===== src/rtl/ps2_command_transmitter_pkg.sv =====
// Shared types and constants for the PS/2 host-to-device command path.
// State encodings, default link timing and the command bytes the game logic sends.
package ps2_command_transmitter_pkg;

    typedef enum logic [3:0] {
        TX_IDLE     = 4'd0,
        TX_INHIBIT  = 4'd1,
        TX_REQUEST  = 4'd2,
        TX_WAIT_CLK = 4'd3,
        TX_SHIFT    = 4'd4,
        TX_ACK      = 4'd5,
        TX_RELEASE  = 4'd6,
        TX_DONE     = 4'd7,
        TX_ERROR    = 4'd8
    } txState_t;

    localparam int CYCLE_COUNTER_WIDTH = 20;
    typedef logic [CYCLE_COUNTER_WIDTH-1:0] cycleCount_t;

    // Defaults assume a 50 MHz CLOCK_50.
    localparam int DEFAULT_CLK_HOLD_CYCLES   = 5000;
    localparam int DEFAULT_DATA_SETUP_CYCLES = 50;
    localparam int DEFAULT_START_TIMEOUT     = 750000;
    localparam int DEFAULT_XFER_TIMEOUT      = 100000;

    localparam logic [7:0] PS2CMD_SETLEDS = 8'hED;
    localparam logic [7:0] PS2CMD_ENABLE  = 8'hF4;
    localparam logic [7:0] PS2CMD_RESET   = 8'hFF;

    // PS/2 frames carry odd parity: data plus parity has an odd number of ones.
    function automatic logic oddParity(input logic [7:0] dataByte);
        return ~^dataByte;
    endfunction

endpackage


===== src/rtl/ps2_command_transmitter_if.sv =====
// Command handshake between the game logic (master) and the PS/2 transmitter (slave).
interface ps2_command_transmitter_if;

    logic [7:0] commandToSend;
    logic       sendCommand;
    logic       busy;
    logic       commandWasSent;
    logic       errorCommunicationTimedOut;

    modport master (
        output commandToSend,
        output sendCommand,
        input  busy,
        input  commandWasSent,
        input  errorCommunicationTimedOut
    );

    modport slave (
        input  commandToSend,
        input  sendCommand,
        output busy,
        output commandWasSent,
        output errorCommunicationTimedOut
    );

endinterface


===== src/rtl/ps2_line_sync.sv =====
// Two-flop synchronizers for the raw PS/2 clock and data pins plus a clock falling-edge strobe.
// Shared with the scan-code receiver.
module ps2_line_sync (
    input  logic CLOCK_50,
    input  logic reset,
    input  logic ps2ClkIn,
    input  logic ps2DatIn,
    output logic clkSync,
    output logic datSync,
    output logic clkFall
);

    logic clkMeta;
    logic datMeta;
    logic clkPrev;

    // Reset to the idle (released, pulled-up) line level so no false edge follows reset.
    always_ff @(posedge CLOCK_50) begin
        if (reset) begin
            clkMeta <= 1'b1;
            clkSync <= 1'b1;
            clkPrev <= 1'b1;
            datMeta <= 1'b1;
            datSync <= 1'b1;
        end else begin
            clkMeta <= ps2ClkIn;
            clkSync <= clkMeta;
            clkPrev <= clkSync;
            datMeta <= ps2DatIn;
            datSync <= datMeta;
        end
    end

    assign clkFall = clkPrev & ~clkSync;

endmodule


===== src/rtl/ps2_command_transmitter.sv =====
// PS/2 host-to-device command sender: inhibit, request-to-send, 11-bit frame clocked by the
// device, ACK check, and one-cycle done/timeout pulses. Drive-low outputs feed open-drain pads.
//
// state       | meaning
// ------------+---------------------------------------------------------------
// TX_IDLE     | lines released, waiting for sendCommand
// TX_INHIBIT  | PS2_CLK held low to stop the device
// TX_REQUEST  | PS2_CLK and PS2_DAT both low (start bit set up)
// TX_WAIT_CLK | clock released, start bit held, waiting for first device edge
// TX_SHIFT    | data bits, parity and stop presented on device falling edges
// TX_ACK      | waiting for the 11th falling edge to sample device ACK
// TX_RELEASE  | waiting for device to release both lines
// TX_DONE     | one-cycle success pulse
// TX_ERROR    | one-cycle timeout / missing-ACK pulse
module ps2_command_transmitter
    import ps2_command_transmitter_pkg::*;
#(
    parameter int CLK_HOLD_CYCLES   = DEFAULT_CLK_HOLD_CYCLES,
    parameter int DATA_SETUP_CYCLES = DEFAULT_DATA_SETUP_CYCLES,
    parameter int START_TIMEOUT     = DEFAULT_START_TIMEOUT,
    parameter int XFER_TIMEOUT      = DEFAULT_XFER_TIMEOUT
) (
    input  logic CLOCK_50,
    input  logic reset,
    input  logic ps2ClkIn,
    input  logic ps2DatIn,
    output logic ps2ClkDriveLow,
    output logic ps2DatDriveLow,
    ps2_command_transmitter_if.slave cmdBus
);

    localparam cycleCount_t HOLD_LAST  = cycleCount_t'(CLK_HOLD_CYCLES - 1);
    localparam cycleCount_t SETUP_LAST = cycleCount_t'(DATA_SETUP_CYCLES - 1);
    localparam cycleCount_t START_LAST = cycleCount_t'(START_TIMEOUT - 1);
    localparam cycleCount_t XFER_LAST  = cycleCount_t'(XFER_TIMEOUT - 1);

    logic clkSync;
    logic datSync;
    logic clkFall;

    ps2_line_sync lineSync (
        .CLOCK_50 (CLOCK_50),
        .reset    (reset),
        .ps2ClkIn (ps2ClkIn),
        .ps2DatIn (ps2DatIn),
        .clkSync  (clkSync),
        .datSync  (datSync),
        .clkFall  (clkFall)
    );

    txState_t    state;
    txState_t    stateNext;
    cycleCount_t cycleCounter;
    cycleCount_t cycleCounterNext;
    logic [3:0]  bitCount;
    logic [3:0]  bitCountNext;
    logic [7:0]  txByte;
    logic [7:0]  txByteNext;
    logic        txParity;
    logic        txParityNext;
    logic        shiftDat;
    logic        clkDriveNext;
    logic        datDriveNext;
    logic        busyReg;
    logic        sentReg;
    logic        errorReg;

    always_ff @(posedge CLOCK_50) begin
        if (reset) begin
            state          <= TX_IDLE;
            cycleCounter   <= '0;
            bitCount       <= '0;
            txByte         <= '0;
            txParity       <= 1'b0;
            ps2ClkDriveLow <= 1'b0;
            ps2DatDriveLow <= 1'b0;
            busyReg        <= 1'b0;
            sentReg        <= 1'b0;
            errorReg       <= 1'b0;
        end else begin
            state          <= stateNext;
            cycleCounter   <= cycleCounterNext;
            bitCount       <= bitCountNext;
            txByte         <= txByteNext;
            txParity       <= txParityNext;
            ps2ClkDriveLow <= clkDriveNext;
            ps2DatDriveLow <= datDriveNext;
            busyReg        <= (stateNext != TX_IDLE);
            sentReg        <= (stateNext == TX_DONE);
            errorReg       <= (stateNext == TX_ERROR);
        end
    end

    always_comb begin
        stateNext    = state;
        bitCountNext = bitCount;
        txByteNext   = txByte;
        txParityNext = txParity;
        shiftDat     = ps2DatDriveLow;

        case (state)
            TX_IDLE: begin
                if (cmdBus.sendCommand) begin
                    stateNext    = TX_INHIBIT;
                    txByteNext   = cmdBus.commandToSend;
                    txParityNext = oddParity(cmdBus.commandToSend);
                    bitCountNext = '0;
                end
            end
            TX_INHIBIT: begin
                if (cycleCounter == HOLD_LAST) begin
                    stateNext = TX_REQUEST;
                end
            end
            TX_REQUEST: begin
                if (cycleCounter == SETUP_LAST) begin
                    stateNext = TX_WAIT_CLK;
                end
            end
            TX_WAIT_CLK: begin
                if (cycleCounter == START_LAST) begin
                    stateNext = TX_ERROR;
                end else if (clkFall) begin
                    stateNext    = TX_SHIFT;
                    bitCountNext = 4'd1;
                    shiftDat     = ~txByte[0];
                end
            end
            TX_SHIFT: begin
                if (cycleCounter == XFER_LAST) begin
                    stateNext = TX_ERROR;
                end else if (clkFall) begin
                    // bitCount holds the number of edges seen so far; this edge is bitCount+1.
                    bitCountNext = bitCount + 4'd1;
                    if (bitCount < 4'd8) begin
                        shiftDat = ~txByte[bitCount[2:0]];
                    end else if (bitCount == 4'd8) begin
                        shiftDat = ~txParity;
                    end else begin
                        shiftDat  = 1'b0;
                        stateNext = TX_ACK;
                    end
                end
            end
            TX_ACK: begin
                if (cycleCounter == XFER_LAST) begin
                    stateNext = TX_ERROR;
                end else if (clkFall) begin
                    stateNext = datSync ? TX_ERROR : TX_RELEASE;
                end
            end
            TX_RELEASE: begin
                if (cycleCounter == XFER_LAST) begin
                    stateNext = TX_ERROR;
                end else if (clkSync && datSync) begin
                    stateNext = TX_DONE;
                end
            end
            TX_DONE:  stateNext = TX_IDLE;
            TX_ERROR: stateNext = TX_IDLE;
            default:  stateNext = TX_IDLE;
        endcase
    end

    // The transfer timeout spans SHIFT through RELEASE, so only those hand-offs keep the count.
    always_comb begin
        cycleCounterNext = (cycleCounter == '1) ? cycleCounter : cycleCounter + cycleCount_t'(1);
        if ((stateNext != state) && (stateNext != TX_ACK) && (stateNext != TX_RELEASE)) begin
            cycleCounterNext = '0;
        end
    end

    always_comb begin
        clkDriveNext = (stateNext == TX_INHIBIT) || (stateNext == TX_REQUEST);
        case (stateNext)
            TX_REQUEST:  datDriveNext = 1'b1;
            TX_WAIT_CLK: datDriveNext = 1'b1;
            TX_SHIFT:    datDriveNext = shiftDat;
            default:     datDriveNext = 1'b0;
        endcase
    end

    assign cmdBus.busy                       = busyReg;
    assign cmdBus.commandWasSent             = sentReg;
    assign cmdBus.errorCommunicationTimedOut = errorReg;

endmodule


===== src/flat_wrapper.sv =====
// flat-port wrapper written by rule: the top's interface ports become plain ports
module ps2_command_transmitter_flat import ps2_command_transmitter_pkg::*;
#(
    parameter int CLK_HOLD_CYCLES   = DEFAULT_CLK_HOLD_CYCLES,
    parameter int DATA_SETUP_CYCLES = DEFAULT_DATA_SETUP_CYCLES,
    parameter int START_TIMEOUT     = DEFAULT_START_TIMEOUT,
    parameter int XFER_TIMEOUT      = DEFAULT_XFER_TIMEOUT
)
  (CLOCK_50, reset, ps2ClkIn, ps2DatIn, ps2ClkDriveLow, ps2DatDriveLow, cmdBus_commandToSend, cmdBus_sendCommand, cmdBus_busy, cmdBus_commandWasSent, cmdBus_errorCommunicationTimedOut);
  ps2_command_transmitter_if cmdBus_i ();
  input  logic CLOCK_50;
  input  logic reset;
  input  logic ps2ClkIn;
  input  logic ps2DatIn;
  output logic ps2ClkDriveLow;
  output logic ps2DatDriveLow;
  input wire logic [$bits(cmdBus_i.commandToSend)-1:0] cmdBus_commandToSend;
  input wire logic [$bits(cmdBus_i.sendCommand)-1:0] cmdBus_sendCommand;
  output wire logic [$bits(cmdBus_i.busy)-1:0] cmdBus_busy;
  output wire logic [$bits(cmdBus_i.commandWasSent)-1:0] cmdBus_commandWasSent;
  output wire logic [$bits(cmdBus_i.errorCommunicationTimedOut)-1:0] cmdBus_errorCommunicationTimedOut;
  assign cmdBus_i.commandToSend = cmdBus_commandToSend;
  assign cmdBus_i.sendCommand = cmdBus_sendCommand;
  assign cmdBus_busy = cmdBus_i.busy;
  assign cmdBus_commandWasSent = cmdBus_i.commandWasSent;
  assign cmdBus_errorCommunicationTimedOut = cmdBus_i.errorCommunicationTimedOut;
  ps2_command_transmitter #(.CLK_HOLD_CYCLES(CLK_HOLD_CYCLES), .DATA_SETUP_CYCLES(DATA_SETUP_CYCLES), .START_TIMEOUT(START_TIMEOUT), .XFER_TIMEOUT(XFER_TIMEOUT)) u_core (.CLOCK_50(CLOCK_50), .reset(reset), .ps2ClkIn(ps2ClkIn), .ps2DatIn(ps2DatIn), .ps2ClkDriveLow(ps2ClkDriveLow), .ps2DatDriveLow(ps2DatDriveLow), .cmdBus(cmdBus_i));
endmodule

===== config.mk =====
export PLATFORM = sky130hd
export DESIGN_NAME = ps2_command_transmitter_flat
export DESIGN_NICKNAME = d
export VERILOG_FILES = /design/src/rtl/ps2_command_transmitter_pkg.sv /design/src/rtl/ps2_command_transmitter_if.sv /design/src/rtl/ps2_line_sync.sv /design/src/rtl/ps2_command_transmitter.sv /design/src/flat_wrapper.sv
export SDC_FILE = /design/constraint.sdc
export NUM_CORES = 1
export LEC_CHECK = 0
export ABC_AREA = 1
export CAP_MARGIN = 20
export CORE_ASPECT_RATIO = 1.25
export CORE_MARGIN = 4
export CORE_UTILIZATION = 64
export DETAILED_ROUTE_END_ITERATION = 12
export HOLD_SLACK_MARGIN = 0.06
export PLACE_DENSITY = 0.82
export SLEW_MARGIN = 25
export SYNTH_ARGS = -nofsm -noshare
export SYNTH_HDL_FRONTEND = slang
export SYNTH_SLANG_ARGS = --single-unit

===== constraint.sdc =====
create_clock -name CLOCK_50 -period 5.11 [get_ports CLOCK_50]
set_clock_uncertainty 0.05 [all_clocks]
set_input_delay 0.511 -clock CLOCK_50 [delete_from_list [all_inputs] [get_ports CLOCK_50]]
set_output_delay 0.511 -clock CLOCK_50 [all_outputs]
set_load 0.005 [all_outputs]

---- Word level (Yosys, flattened, before mapping) ----
Cells that the tools add are included.
operators by class
  $add $sub $neg .......................... 2
  $lt $le $gt $ge ......................... 2
  eq/ne operators ......................... 31
  muxes and demuxes ....................... 31
  bitwise operators ....................... 5
  reductions and logical operators ........ 13
operator list
  cell                                                number
  2-to-1 mux 4 bit                                    19
  == test 20 bit, second input constant               2
  case mux 4 bit (7 select lines)                     1
  adder 20 x 1 -> 20 bit, second input constant       1
  == test 20 x 13 -> 1 bit, second input constant     1
  == test 20 x 17 -> 1 bit, second input constant     1
  == test 20 x 6 -> 1 bit, second input constant      1
  == test 4 x 3 -> 1 bit, second input constant       5
  == test 4 x 2 -> 1 bit, second input constant       4
  case mux 4 bit (3 select lines)                     1
  != test 3 bit, second input constant                3
  == test 4 x 1 -> 1 bit, second input constant       2
  == test 4 bit, second input constant                2
  != test 4 x 3 -> 1 bit, second input constant       2
  XNOR reduction 8 bit                                1
  2-to-1 mux 1 bit                                    7
  != test 2 bit, second input constant                3
  != test 3 x 2 -> 1 bit, second input constant       2
  AND reduction 6 bit                                 1
  AND reduction 5 bit                                 1
  adder 4 x 1 -> 4 bit, second input constant         1
  zero test 4 bit                                     1
  < comparator 3 x 4 -> 1 bit, second input constant  1
  < comparator 4 bit, second input constant           1
  12 further kinds                                    20
word-level totals
  register bits ........................... 47
  output and inout bits ................... 5

---- Longest topological paths before layout ----
  word-level depth ........................ 10
  depth in mapped cells ................... 16
  gate-level depth less buffers ........... 14

---- Hierarchy ----
From an unflattened synthesis, not the netlist that was laid out.
unflattened totals
  cell total of the unflattened synthesis .. 431
  area total of the unflattened synthesis .. 2890.3 um^2
by module, submodules not included
  module                   times used  cells an instance  area each (um^2)
  ps2_command_transmitter  1           413                2741.4
  ps2_line_sync            1           18                 148.9

---- Worst setup path before layout ----
Ideal clock, no wire load.
  path type ............................... register to register
  from .................................... register u_core.cycleCounter[0]
  to ...................................... register u_core.cycleCounter[14]
  setup time .............................. 119 ps
  data arrival time ....................... 1784 ps
  slack ................................... 3158 ps
  stages on the path, launching flop included .. 14
  path buffers ............................ 1
  period minus slack after synthesis ...... 1952 ps
  path through ............................ dfxtp_1 -> ha_1 -> nand3_2 -> nor2_2 -> nand3_4 -> nand2_2 -> nand2_2 -> nor2_8 -> nand3_2 -> nand3_2 -> nand2_2 -> nand2_2 -> buf_6 -> nor2_2
on the way
  word-level cells in the longest chain between the ends .. 7
  elaborated cells between the ends (all ways) .. 19
  classes of those cells .................. 1 x add/sub; 8 x eq/ne; 7 x mux; 3 x reduce/logical
ends and longest elaborated chain
  element                                                  line                                                                                            RTL
  start, declared                                          ps2_command_transmitter.sv:53                                                                   cycleCount_t cycleCounter;
  start signal, assigned                                   ps2_command_transmitter.sv:82                                                                   cycleCounter <= cycleCounterNext;
  == test 20 x 17 -> 1 bit (tied with other cells)         ps2_command_transmitter.sv:130, ps2_command_transmitter.sv:146, ps2_command_transmitter.sv:153
  2-to-1 mux 4 bit (tied with other cells)                 ps2_command_transmitter.sv:153                                                                  if (cycleCounter == XFER_LAST) begin
  case mux 4 bit (7 select lines)                          ps2_command_transmitter.sv:101                                                                  case (state)
  != test 4 bit or != test 4 x 3 -> 1 bit (tied branches)  ps2_command_transmitter.sv:168                                                                  if ((stateNext != state) && (stateNext != TX_ACK) && (stateNext != TX_RELEASE)) begin
  logical AND 1 bit (2 in a row)                           ps2_command_transmitter.sv:168
  OR reduction 2 bit (no source line)                      --
Several ways; a longest one is shown, not always the timed one.
A chain may end at the register's enable or synchronous reset.

---- Worst setup path in the final report ----
  from .................................... register u_core.cycleCounter[0]
  to ...................................... register u_core.cycleCounter[17]
The elaborated chain is that of the path after synthesis.

==> results.ini <==
[timing]
worstMarginPinSlew_ns=0.656
rsz0062_at_grt=false
hold_violations=0
hold_ws_ns=0.384
fin_crit_ns=2.53
fin_crit_sh_pct=49.5
finalSetupTns_ns=0
finalWorstSetupSlack_ns=2.58
slew_headroom_pct=56.1
setup_viol=0
fmax_mhz=395
slew_viol_final=0

[final_layout]
fin_nets=450
stdcell_count=493
diodes=0
most-common-layout-cells=nand2_1 (65), nor2_1 (49), inv_1 (47), dfxtp_1 (47), a21oi_1 (32)
final_common_cell=nand2_1
drive_gt1_share_pct=17.5
fin_util_pct=72.8
area_growth_pct=10.6
fin_area_um2=3200

[placement]
pre_cts_ws_ns=2.45
io_buffers=17
placed_cell_area_um2=3080
place_congestion=0.977
hpwl_mm=5.11
place_inst=485

[power_and_ir_drop]
powerDensity_nw_per_um2=235
ir_drop_mv=0.194
p_leak_nw=1.30
finalPower_uw=752

[route]
post_drt_wl_per_cell_um=13.5
ant_nets=0
wl_met3_um=278
drc=0
first_iter_violations=219
highest_layer=met4
via_per_inst=5.53
wirelength_mm=6.67
vias=2728
wl_met1_mm=2.57
drt-pass1-iter-count=5
route.met2.wl_mm=3.50

[clocking]
cts-root-buf=clkbuf_8
htreeDepth=2
holdBufCountCts=0
numCtsBuffers=5
clock_latency_ns=0.31
cts.sinks=47
cts_tree=built
post_cts.repair.setup_buffers=0
cts.repair.resized=0
cts_buffer_depth=2
clk_pin_slew_ns=0.09

[global_route]
first_global_vias=2634
grt_max_degree=21
track_usage_pct=25.6
grt_remaining_overflow=0
antenna_found_initial=0
grt_pass1_wl_mm=11.4

[die]
die_h_um=83.1
die_w_um=68.1
start_util_pct=65.8
die-area_um2=5660
rows=27
core_um2=4390
io_pins=18

[yosys]
synth.avg_cell_area_um2=6.91
netlist_instances=418
yosys_warnings=0
synth_nets=434
syn-cell-area_um2=2890
ys_types=31
synth_seq_area_share_pct=32.6
synth_seq_cells=47

[run]
max_cap_viol_count=0

[setup_path]
critPathMaxFanout=20
cp.arrival_ns=2.66
critPathKind=flip-flop to flip-flop
reg2reg_depth=12
cp.required_ns=5.24
crit_path_start_kind=flip-flop
worstSetupEndpointType=flip-flop

[run_status]
status=finished clean

[hold_path]
hold_depth=1
hold_class=flip-flop to flip-flop

==> flip-flops by register name, indices dropped and copies added (netlist names) <==
name	count
u_core.txParity	1
u_core.cmdBus.errorCommunicationTimedOut	1
u_core.lineSync.clkSync	1
u_core.lineSync.datMeta	1
u_core.lineSync.datSync	1
u_core.cmdBus.busy	1
u_core.lineSync.clkPrev	1
u_core.state	4
u_core.ps2ClkDriveLow	1
u_core.txByte	8
u_core.lineSync.clkMeta	1
u_core.ps2DatDriveLow	1
u_core.cycleCounter	20
u_core.bitCount	4
u_core.cmdBus.commandWasSent	1
==> area by class of cell <==
cell class,instances,area [um2]
Clock buffer,6,82.6
Clock inverter,2,35.0
Fill cell,372,1190
Inverter,57,216
Multi-Input combinational cell,306,1680
Sequential cell,47,941
Tap cell,58,72.6
Timing Repair Buffer,17,170
==> power by group <==
| group | internal (mW) | total (mW) | switching, mW | leakage (nW) |
|---|---|---|---|---|
| clock network | 0.158 | 0.283 | 0.124 | 0.0612 |
| logic | 0.0344 | 0.0816 | 0.0472 | 0.856 |
| registers | 0.378 | 0.388 | 0.00913 | 0.383 |
==> worst paths after layout <==
check | startpoint | to | slack, ns
max | u_core.cycleCounter[0]$_SDFFE_PP0P_ | u_core.cycleCounter[17]$_SDFFE_PP0P_ | 2.58
min | u_core.lineSync.clkMeta$_SDFF_PP1_ | u_core.lineSync.clkSync$_SDFF_PP1_ | 0.38
max reg2reg | u_core.cycleCounter[0]$_SDFFE_PP0P_ | u_core.cycleCounter[17]$_SDFFE_PP0P_ | 2.58
min reg2reg | u_core.lineSync.clkMeta$_SDFF_PP1_ | u_core.lineSync.clkSync$_SDFF_PP1_ | 0.38
==> synthesized netlist by cell type <==
cell,n,area [um2]
o21ai_2,2,17.5
nor2_8,1,20.0
ha_1,3,37.5
inv_2,7,26.3
xnor2_1,6,52.6
nand3_4,1,17.5
nor2_2,25,156
nand3_1,30,150
o21ai_1,1,5.00
nor2_4,5,56.3
nor2_1,49,184
nor3b_1,1,7.51
inv_1,47,176
buf_2,1,5.00
nand2_1,65,244
or2_2,4,25.0
xor2_1,14,123
a31o_2,1,8.76
a21oi_1,32,160
o21ai_0,19,95.1
nor3_4,2,32.5
clkbuf_1,4,15.0
nand2_2,14,87.6
buf_6,3,33.8
inv_4,1,6.26
nand4_1,14,87.6
a31oi_1,1,6.26
nand3_2,5,50.1
nor3_1,11,55.1
dfxtp_1,47,941
clkinv_1,2,7.51
==> logic make-up after synthesis <==
kind of cell / Yosys count / share of synthesized area, %
adders and majority gates: 3 / 1.30
xor gates and xnor gates: 20 / 6.06
buffers and inverters: 65 / 9.35
DFF: 47 / 32.6
and+or+nand+nor: 227 / 40.6
AOI/OAI and AO/OA: 56 / 10.1
==> layer usage <==
metal / vias up / track usage, %
li1: 1375 / -
met4: 0 / 14.6
met2: 85 / 44.1
met3: 33 / 3.65
met5: - / 0
met1: 1235 / 28.5
==> worst max-delay path: stages, from the launching register on <==
cell	delay, ns
dfxtp_1	0.42
ha_1	0.27
nand3_2	0.22
nor2_2	0.22
nand3_4	0.13
nand2_2	0.08
nand2_2	0.08
nor2_8	0.13
nand3_2	0.11
nand3_2	0.10
nand2_2	0.06
nand2_2	0.48
nor2_2	0.06
No activity file was read; power rests on OpenSTA's default activity.
